--- src/rtl/clkdiv_pkg.sv ---
// Shared constants and FSM encoding for the clock-divider arbiter.
package clkdiv_pkg;

    localparam int unsigned DEF_CLK_DIV_SIZE = 3;
    // Consecutive mismatching readback cycles tolerated before a rewrite.
    localparam int unsigned CONFIRM_TIMEOUT  = 3;

    localparam logic [1:0] ST_IDLE    = 2'd0;
    localparam logic [1:0] ST_WRITE   = 2'd1;
    localparam logic [1:0] ST_CONFIRM = 2'd2;
    localparam logic [1:0] ST_HOLD    = 2'd3;

    typedef enum logic [1:0] {
        StIdle    = ST_IDLE,
        StWrite   = ST_WRITE,
        StConfirm = ST_CONFIRM,
        StHold    = ST_HOLD
    } state_e;

endpackage

--- src/rtl/clkdiv_arbiter_if.sv ---
// Requester and divider-side signals of the clock-divider arbiter.
interface clkdiv_arbiter_if import clkdiv_pkg::*; #(
    parameter int unsigned NUM_REQ      = 4,
    parameter int unsigned CLK_DIV_SIZE = DEF_CLK_DIV_SIZE
) ();

    logic [NUM_REQ-1:0]              req;
    logic [NUM_REQ*CLK_DIV_SIZE-1:0] req_div;
    logic [NUM_REQ-1:0]              grant;
    logic                            div_tick;
    logic [CLK_DIV_SIZE-1:0]         div_rb;
    logic                            div_wr;
    logic [CLK_DIV_SIZE-1:0]         div_out;

    modport master (
        output req, req_div, div_tick, div_rb,
        input  grant, div_wr, div_out
    );

    modport slave (
        input  req, req_div, div_tick, div_rb,
        output grant, div_wr, div_out
    );

endinterface

--- src/rtl/rr_picker.sv ---
// Combinational round-robin picker: first set request bit at or after ptr, wrapping.
module rr_picker #(
    parameter int unsigned NUM_REQ = 4,
    localparam int unsigned IW = $clog2(NUM_REQ)
) (
    input  logic [NUM_REQ-1:0] req,
    input  logic [IW-1:0]      ptr,
    output logic [IW-1:0]      idx,
    output logic               valid
);

    logic [IW:0] pos;

    always_comb begin
        idx   = '0;
        valid = 1'b0;
        pos   = '0;
        // Scan farthest-first so the hit nearest to ptr is the last one written.
        for (int k = NUM_REQ - 1; k >= 0; k--) begin
            pos = {1'b0, ptr} + (IW + 1)'(k);
            if (pos >= (IW + 1)'(NUM_REQ)) begin
                pos = pos - (IW + 1)'(NUM_REQ);
            end
            if (req[pos[IW-1:0]]) begin
                idx   = pos[IW-1:0];
                valid = 1'b1;
            end
        end
    end

endmodule

--- src/rtl/clkdiv_arbiter.sv ---
// Round-robin owner of a shared programmable clock divider: program, confirm, then hold.
module clkdiv_arbiter import clkdiv_pkg::*; #(
    parameter int unsigned NUM_REQ      = 4,
    parameter int unsigned CLK_DIV_SIZE = DEF_CLK_DIV_SIZE,
    parameter int unsigned HOLD_TICKS   = 4
) (
    input  logic             clk,
    input  logic             rst,
    clkdiv_arbiter_if.slave  bus,
    output logic             busy,
    output logic             cfg_err
);

    localparam int unsigned IW = $clog2(NUM_REQ);

    state_e                  state_q, state_d;
    logic [IW-1:0]           idx_q, idx_d;
    logic [IW-1:0]           ptr_q, ptr_d;
    logic [CLK_DIV_SIZE-1:0] div_q, div_d;
    logic [1:0]              tmr_q, tmr_d;
    logic [7:0]              cnt_q, cnt_d;
    logic                    err_q, err_d;

    logic [IW-1:0]           pick_idx;
    logic                    pick_valid;
    logic [CLK_DIV_SIZE-1:0] pick_div;
    logic [CLK_DIV_SIZE-1:0] cur_div;
    logic [NUM_REQ-1:0]      own_mask;
    logic                    others_waiting;
    logic [IW-1:0]           ptr_inc;

    rr_picker #(
        .NUM_REQ (NUM_REQ)
    ) u_rr_picker (
        .req   (bus.req),
        .ptr   (ptr_q),
        .idx   (pick_idx),
        .valid (pick_valid)
    );

    assign pick_div       = bus.req_div[pick_idx * CLK_DIV_SIZE +: CLK_DIV_SIZE];
    assign cur_div        = bus.req_div[idx_q * CLK_DIV_SIZE +: CLK_DIV_SIZE];
    assign own_mask       = NUM_REQ'(1) << idx_q;
    assign others_waiting = |(bus.req & ~own_mask);
    assign ptr_inc        = (idx_q == IW'(NUM_REQ - 1)) ? '0 : idx_q + 1'b1;

    always_comb begin
        state_d = state_q;
        idx_d   = idx_q;
        ptr_d   = ptr_q;
        div_d   = div_q;
        tmr_d   = tmr_q;
        cnt_d   = cnt_q;
        err_d   = err_q;
        unique case (state_q)
            StIdle: begin
                if (pick_valid) begin
                    idx_d   = pick_idx;
                    div_d   = pick_div;
                    state_d = StWrite;
                end
            end
            StWrite: begin
                tmr_d   = '0;
                state_d = StConfirm;
            end
            StConfirm: begin
                if (!bus.req[idx_q]) begin
                    state_d = StIdle;
                end else if (bus.div_rb == div_q) begin
                    cnt_d   = '0;
                    ptr_d   = ptr_inc;
                    state_d = StHold;
                end else if (tmr_q == 2'(CONFIRM_TIMEOUT - 1)) begin
                    err_d   = 1'b1;
                    state_d = StWrite;
                end else begin
                    tmr_d = tmr_q + 2'd1;
                end
            end
            StHold: begin
                if (bus.div_tick && (cnt_q != 8'(HOLD_TICKS))) begin
                    cnt_d = cnt_q + 8'd1;
                end
                if (!bus.req[idx_q]) begin
                    state_d = StIdle;
                end else if (cur_div != div_q) begin
                    div_d   = cur_div;
                    state_d = StWrite;
                end else if ((cnt_q == 8'(HOLD_TICKS)) && others_waiting) begin
                    state_d = StIdle;
                end
            end
            default: state_d = StIdle;
        endcase
    end

    always_ff @(posedge clk or posedge rst) begin
        if (rst) begin
            state_q <= StIdle;
            idx_q   <= '0;
            ptr_q   <= '0;
            div_q   <= '0;
            tmr_q   <= '0;
            cnt_q   <= '0;
            err_q   <= 1'b0;
        end else begin
            state_q <= state_d;
            idx_q   <= idx_d;
            ptr_q   <= ptr_d;
            div_q   <= div_d;
            tmr_q   <= tmr_d;
            cnt_q   <= cnt_d;
            err_q   <= err_d;
        end
    end

    // Outputs come from registers only, so the divider and consumers see no input glitches.
    assign bus.div_wr  = (state_q == StWrite);
    assign bus.div_out = div_q;
    assign bus.grant   = (state_q == StHold) ? own_mask : '0;
    assign busy        = (state_q != StIdle);
    assign cfg_err     = err_q;

endmodule

--- src/flat_wrapper.sv ---
// flat-port wrapper written by rule: the top's interface ports become plain ports
module clkdiv_arbiter_flat import clkdiv_pkg::*;
#(
    parameter int unsigned NUM_REQ      = 4,
    parameter int unsigned CLK_DIV_SIZE = DEF_CLK_DIV_SIZE,
    parameter int unsigned HOLD_TICKS   = 4
)
  (clk, rst, busy, cfg_err, bus_req, bus_req_div, bus_div_tick, bus_div_rb, bus_grant, bus_div_wr, bus_div_out);
  clkdiv_arbiter_if #(.NUM_REQ(NUM_REQ), .CLK_DIV_SIZE(CLK_DIV_SIZE)) bus_i ();
  input  logic clk;
  input  logic rst;
  output logic busy;
  output logic cfg_err;
  input wire logic [$bits(bus_i.req)-1:0] bus_req;
  input wire logic [$bits(bus_i.req_div)-1:0] bus_req_div;
  input wire logic [$bits(bus_i.div_tick)-1:0] bus_div_tick;
  input wire logic [$bits(bus_i.div_rb)-1:0] bus_div_rb;
  output wire logic [$bits(bus_i.grant)-1:0] bus_grant;
  output wire logic [$bits(bus_i.div_wr)-1:0] bus_div_wr;
  output wire logic [$bits(bus_i.div_out)-1:0] bus_div_out;
  assign bus_i.req = bus_req;
  assign bus_i.req_div = bus_req_div;
  assign bus_i.div_tick = bus_div_tick;
  assign bus_i.div_rb = bus_div_rb;
  assign bus_grant = bus_i.grant;
  assign bus_div_wr = bus_i.div_wr;
  assign bus_div_out = bus_i.div_out;
  clkdiv_arbiter #(.NUM_REQ(NUM_REQ), .CLK_DIV_SIZE(CLK_DIV_SIZE), .HOLD_TICKS(HOLD_TICKS)) u_core (.clk(clk), .rst(rst), .bus(bus_i), .busy(busy), .cfg_err(cfg_err));
endmodule
--- config.mk ---
export PLATFORM = sky130hd
export DESIGN_NAME = clkdiv_arbiter_flat
export DESIGN_NICKNAME = d
export VERILOG_FILES = /design/src/rtl/clkdiv_pkg.sv /design/src/rtl/clkdiv_arbiter_if.sv /design/src/rtl/rr_picker.sv /design/src/rtl/clkdiv_arbiter.sv /design/src/flat_wrapper.sv
export SDC_FILE = /design/constraint.sdc
export NUM_CORES = 1
export LEC_CHECK = 0
export ABC_CLOCK_PERIOD_IN_PS = 2380
export BUFFER_PORTS_ARGS = -buffer_cell sky130_fd_sc_hd__buf_2
export CORE_ASPECT_RATIO = 0.6
export CORE_MARGIN = 2
export CORE_UTILIZATION = 51
export CTS_CLUSTER_SIZE = 24
export DETAILED_ROUTE_END_ITERATION = 12
export MAX_ROUTING_LAYER = met4
export PLACE_DENSITY = 0.75
export SYNTH_ARGS = -nofsm -noshare
export SYNTH_HDL_FRONTEND = slang
export SYNTH_SLANG_ARGS = --single-unit
--- constraint.sdc ---
create_clock -name clk -period 2.38 [get_ports clk]
set_clock_uncertainty 0.05 [all_clocks]
set_input_delay 0.714 -clock clk [delete_from_list [all_inputs] [get_ports clk]]
set_output_delay 0.714 -clock clk [all_outputs]
set_load 0.03 [all_outputs]
==> flow_summary_export.csv <==
group,metric,value,unit
global_route,grt_max_degree,21,
synth,syn_area,1540,µm²
synth,yosysUniqueCellTypes,46,
synth,yosysTopAreaCell,"dfrtp_1",
synth,ys_seq_area_frac,0.326,
run,drv_cap,0,
synth,yosysTopAreaCellShare,0.326,
critical_path,cp_slowest_stage_delay,640,ps
placement,placed_area,1850,µm²
synth,synthXorXnorAreaFrac,0.0685,
timing,setup_slack,-5.91,ps
die,num_rows,15,
clocking,cts_buffer_depth,2,
layout,seqCellArea,502,µm²
timing,worst_pin_slew,679,ps
timing,finalHoldViolations,0,
synth,syn_nets,188,
route,drtIter0Drc,124,
synth,ys_ff_latch,20,
pwr,powerDensity,1150,nW/µm²
die,coreArea,2870,µm²
global_route,antenna_found_initial,0,
critical_path,path_cells,"buf_2 -> and2b_1 -> a21o_1 -> a221o_1 -> a2111oi_0 -> buf_4 -> o41ai_2",
critical_path,cp_max_fo,6,
global_route,grt_pass1_wl,6380,µm
synth,synth_compound_area_frac,0.206,
clocking,clk_pin_slew_worst_paths,80,ps
route,via_count,1494,
die,die_h,46.5,µm
layout,synthToLayoutAreaGrowth,25.1,%
critical_path,path_class,"in -> reg",
layout,antenna_cells,0,
die,dieArea,3480,µm²
die,io_pins,32,
synth,synth_edf_count,0,
synth,synthArstFlopShare,1.00,
clocking,clock-root-buffer,"clkbuf_8",
timing,drv_slew,0,
critical_path,startpoint_type,"input port",
placement,place.gp.congestion,0.814,
critical_path,cp-end-kind,"register",
clocking,cts_tree,"done",
route,avgRoutedWirePerCell,16.8,µm
pwr,p_leak,0.935,nW
timing,max_freq,0.419,GHz
global_route,grtUsageTotal,0.262,
critical_path,cp.required,2480,ps
critical_path,arrival,2480,ps
clocking,numCtsBuffers,3,
hold_path,min_path_type,"in -> async",
route,dr.pass1.iters,4,
layout,nFillCells,233,
clocking,cts_htree_levels,1,
clocking,insertion_delay,260,ps
synth,synthFlopType,"dfrtp_1",
route,drt-total-wl,4170,µm
clocking,post_cts_buffers,0,
synth,synthMuxAreaShare,0.0831,
pwr,ir_drop,0.479,mV
timing,fin_crit_sh,1.00,
synth,synthAdderAreaFrac,0.0570,
route,drc,0,
die,initial_utilization,0.535,
synth,synth-warning-count,0,
run_status,status,"finished with violations",
die,die_width,74.8,µm
layout,nNetsFinal,236,
layout,drive_gt1_frac,0.306,
synth,synthSimpleGateAreaFrac,0.208,
timing,maxSlewHeadroom,0.536,
synth,avgSynthCellArea,9.66,µm²
run_status,violations,"setup timing",
synth,synthTopCellsByArea,"dfrtp_1 33%, mux4_1 6.8%, ha_1 5.7%",
global_route,grt-ovfl-total,0,
layout,utilization,0.669,
placement,portBuffers,31,
synth,syn_inst,159,
placement,hpwl,3230,µm
route,ant_nets,0,
timing,setup_violations,2,
global_route,grt_pass1_vias,1331,
clocking,clock-sinks,20,
route,via_per_inst,6.02,
critical_path,slowest_stage,"a2111oi_0",
timing,period_minus_slack,2390,ps
synth,synth_top_family_by_area,"simple AND/OR/NAND/NOR gates",
timing,tns,-9.61,ps
layout,final_cell_area,1920,µm²
timing,rsz0062_at_grt,"true",
layout,multi_input_area,956,µm²
==> worst max-delay path, delay by kind of cell <==
family                 cells  cell delay, ps
AOI/OAI and AO/OA          4            1250
and+or+nand+nor            1             180
buffers and inverters      2             350
==> synthesized netlist by cell type, types with 2 or more instances <==
cell	instances
nor3b_1	3
nor2_1	11
nand3_1	5
and3_1	6
o21ai_0	6
a21oi_1	4
inv_1	13
nand2_1	9
or3_1	2
nor2b_1	3
a22o_1	2
a21o_1	2
nand2b_1	2
o2111a_1	3
mux4_1	4
o31ai_1	3
xnor2_1	3
nor4bb_1	2
nand4_1	5
dfrtp_1	20
o311ai_0	2
o41ai_2	3
ha_1	7
a2111oi_0	3
xor2_1	9
clkbuf_1	5
nor3_1	3
==> flip-flops by register name, summed over array words and instances (netlist names) <==
| signal | cells |
|---|---|
| u_core.bus.div_out | 3 |
| u_core.cfg_err | 1 |
| u_core.cnt_q | 8 |
| u_core.idx_q | 2 |
| u_core.ptr_q | 2 |
| u_core.state_q | 2 |
| u_core.tmr_q | 2 |
==> cell usage in the layout, fill, tap and decap left out, types with 4 or more instances in the layout <==
cell,Yosys,final
nand4_1,5,5
and3_1,6,6
nand2_1,9,9
buf_2,0,31
nand3_1,5,5
nor2_1,11,11
buf_4,0,18
a21oi_1,4,4
o21ai_0,6,6
mux4_1,4,4
dfrtp_1,20,19
xor2_1,9,9
ha_1,7,7
inv_1,13,13
==> where the power goes <==
part	switching [mW]	total, mW	internal, mW	leakage (nW)
Clock	0.125	0.350	0.225	0.0357
Sequential	0.195	0.648	0.453	0.256
Combinational	0.656	1.21	0.549	0.644
==> worst paths after layout <==
| path | from | end | slack, ps | cells past startpoint |
|---|---|---|---|---|
| worst min register to register | u_core.cfg_err$_DFFE_PP0P_ | u_core.cfg_err$_DFFE_PP0P_ | 420 | 2 |
| min in group clk | u_core.cfg_err$_DFFE_PP0P_ | u_core.cfg_err$_DFFE_PP0P_ | 420 | 2 |
| worst min-delay path | rst | u_core.cfg_err$_DFFE_PP0P_ | 410 | 3 |
| worst max register to register | u_core.ptr_q[0]$_DFFE_PP0P_ | u_core.bus.div_out[1]$_DFFE_PP0P_ | 110 | 7 |
| max in group asynchronous | rst | u_core.idx_q[0]$_DFFE_PP0P_ | 1640 | 3 |
| worst max-delay path | bus_req[2] | u_core.bus.div_out[1]$_DFFE_PP0P_ | -6 | 7 |
==> cells by family after synthesis <==
group                    Yosys count
XOR/XNOR                          12
AO/OA/AOI/OAI                     37
AND/OR/NAND/NOR                   58
flip-flops                        20
buffers and inverters             19
adder cells (fa/ha/maj)            7
multiplexers                       6
==> metal layers <==
layer	track usage	wire length [µm]	up-vias
li1	-	-	690
met1	0.378	1970	734
met3	0.0656	372	6
met4	0.0607	38	0
met5	-	0	-
met2	0.365	1790	64
==> through the flow <==
| stage | hold slack [ps] | power [mW] | setup slack, ps | instances |
|---|---|---|---|---|
| final | 411 | 2.20 | -5.91 | 248 |
| after global routing | 450 | 2.34 | -49.4 | 248 |
| after CTS | 421 | 2.18 | 51.6 | 248 |
| after detailed placement | 406 | 1.82 | -233 | 244 |
| after global placement | 393 | 1.77 | -275 | 244 |
| after floorplan | 428 | 1.45 | 109 | 159 |
==> repair_timing <==
item	CTS	global route
hold buffers	0	0
resized for setup	0	1
setup endpoints to repair	0	4
==> area by class of cell <==
type,count,share of cell area
clock inverter,1,0.0156
multi-input combinational,120,0.498
inverter,13,0.0254
clock buffer,3,0.0215
timing repair buffer,49,0.151
sequential,20,0.261
tap,42,0.0274
Power figures use the tool's default switching activity.
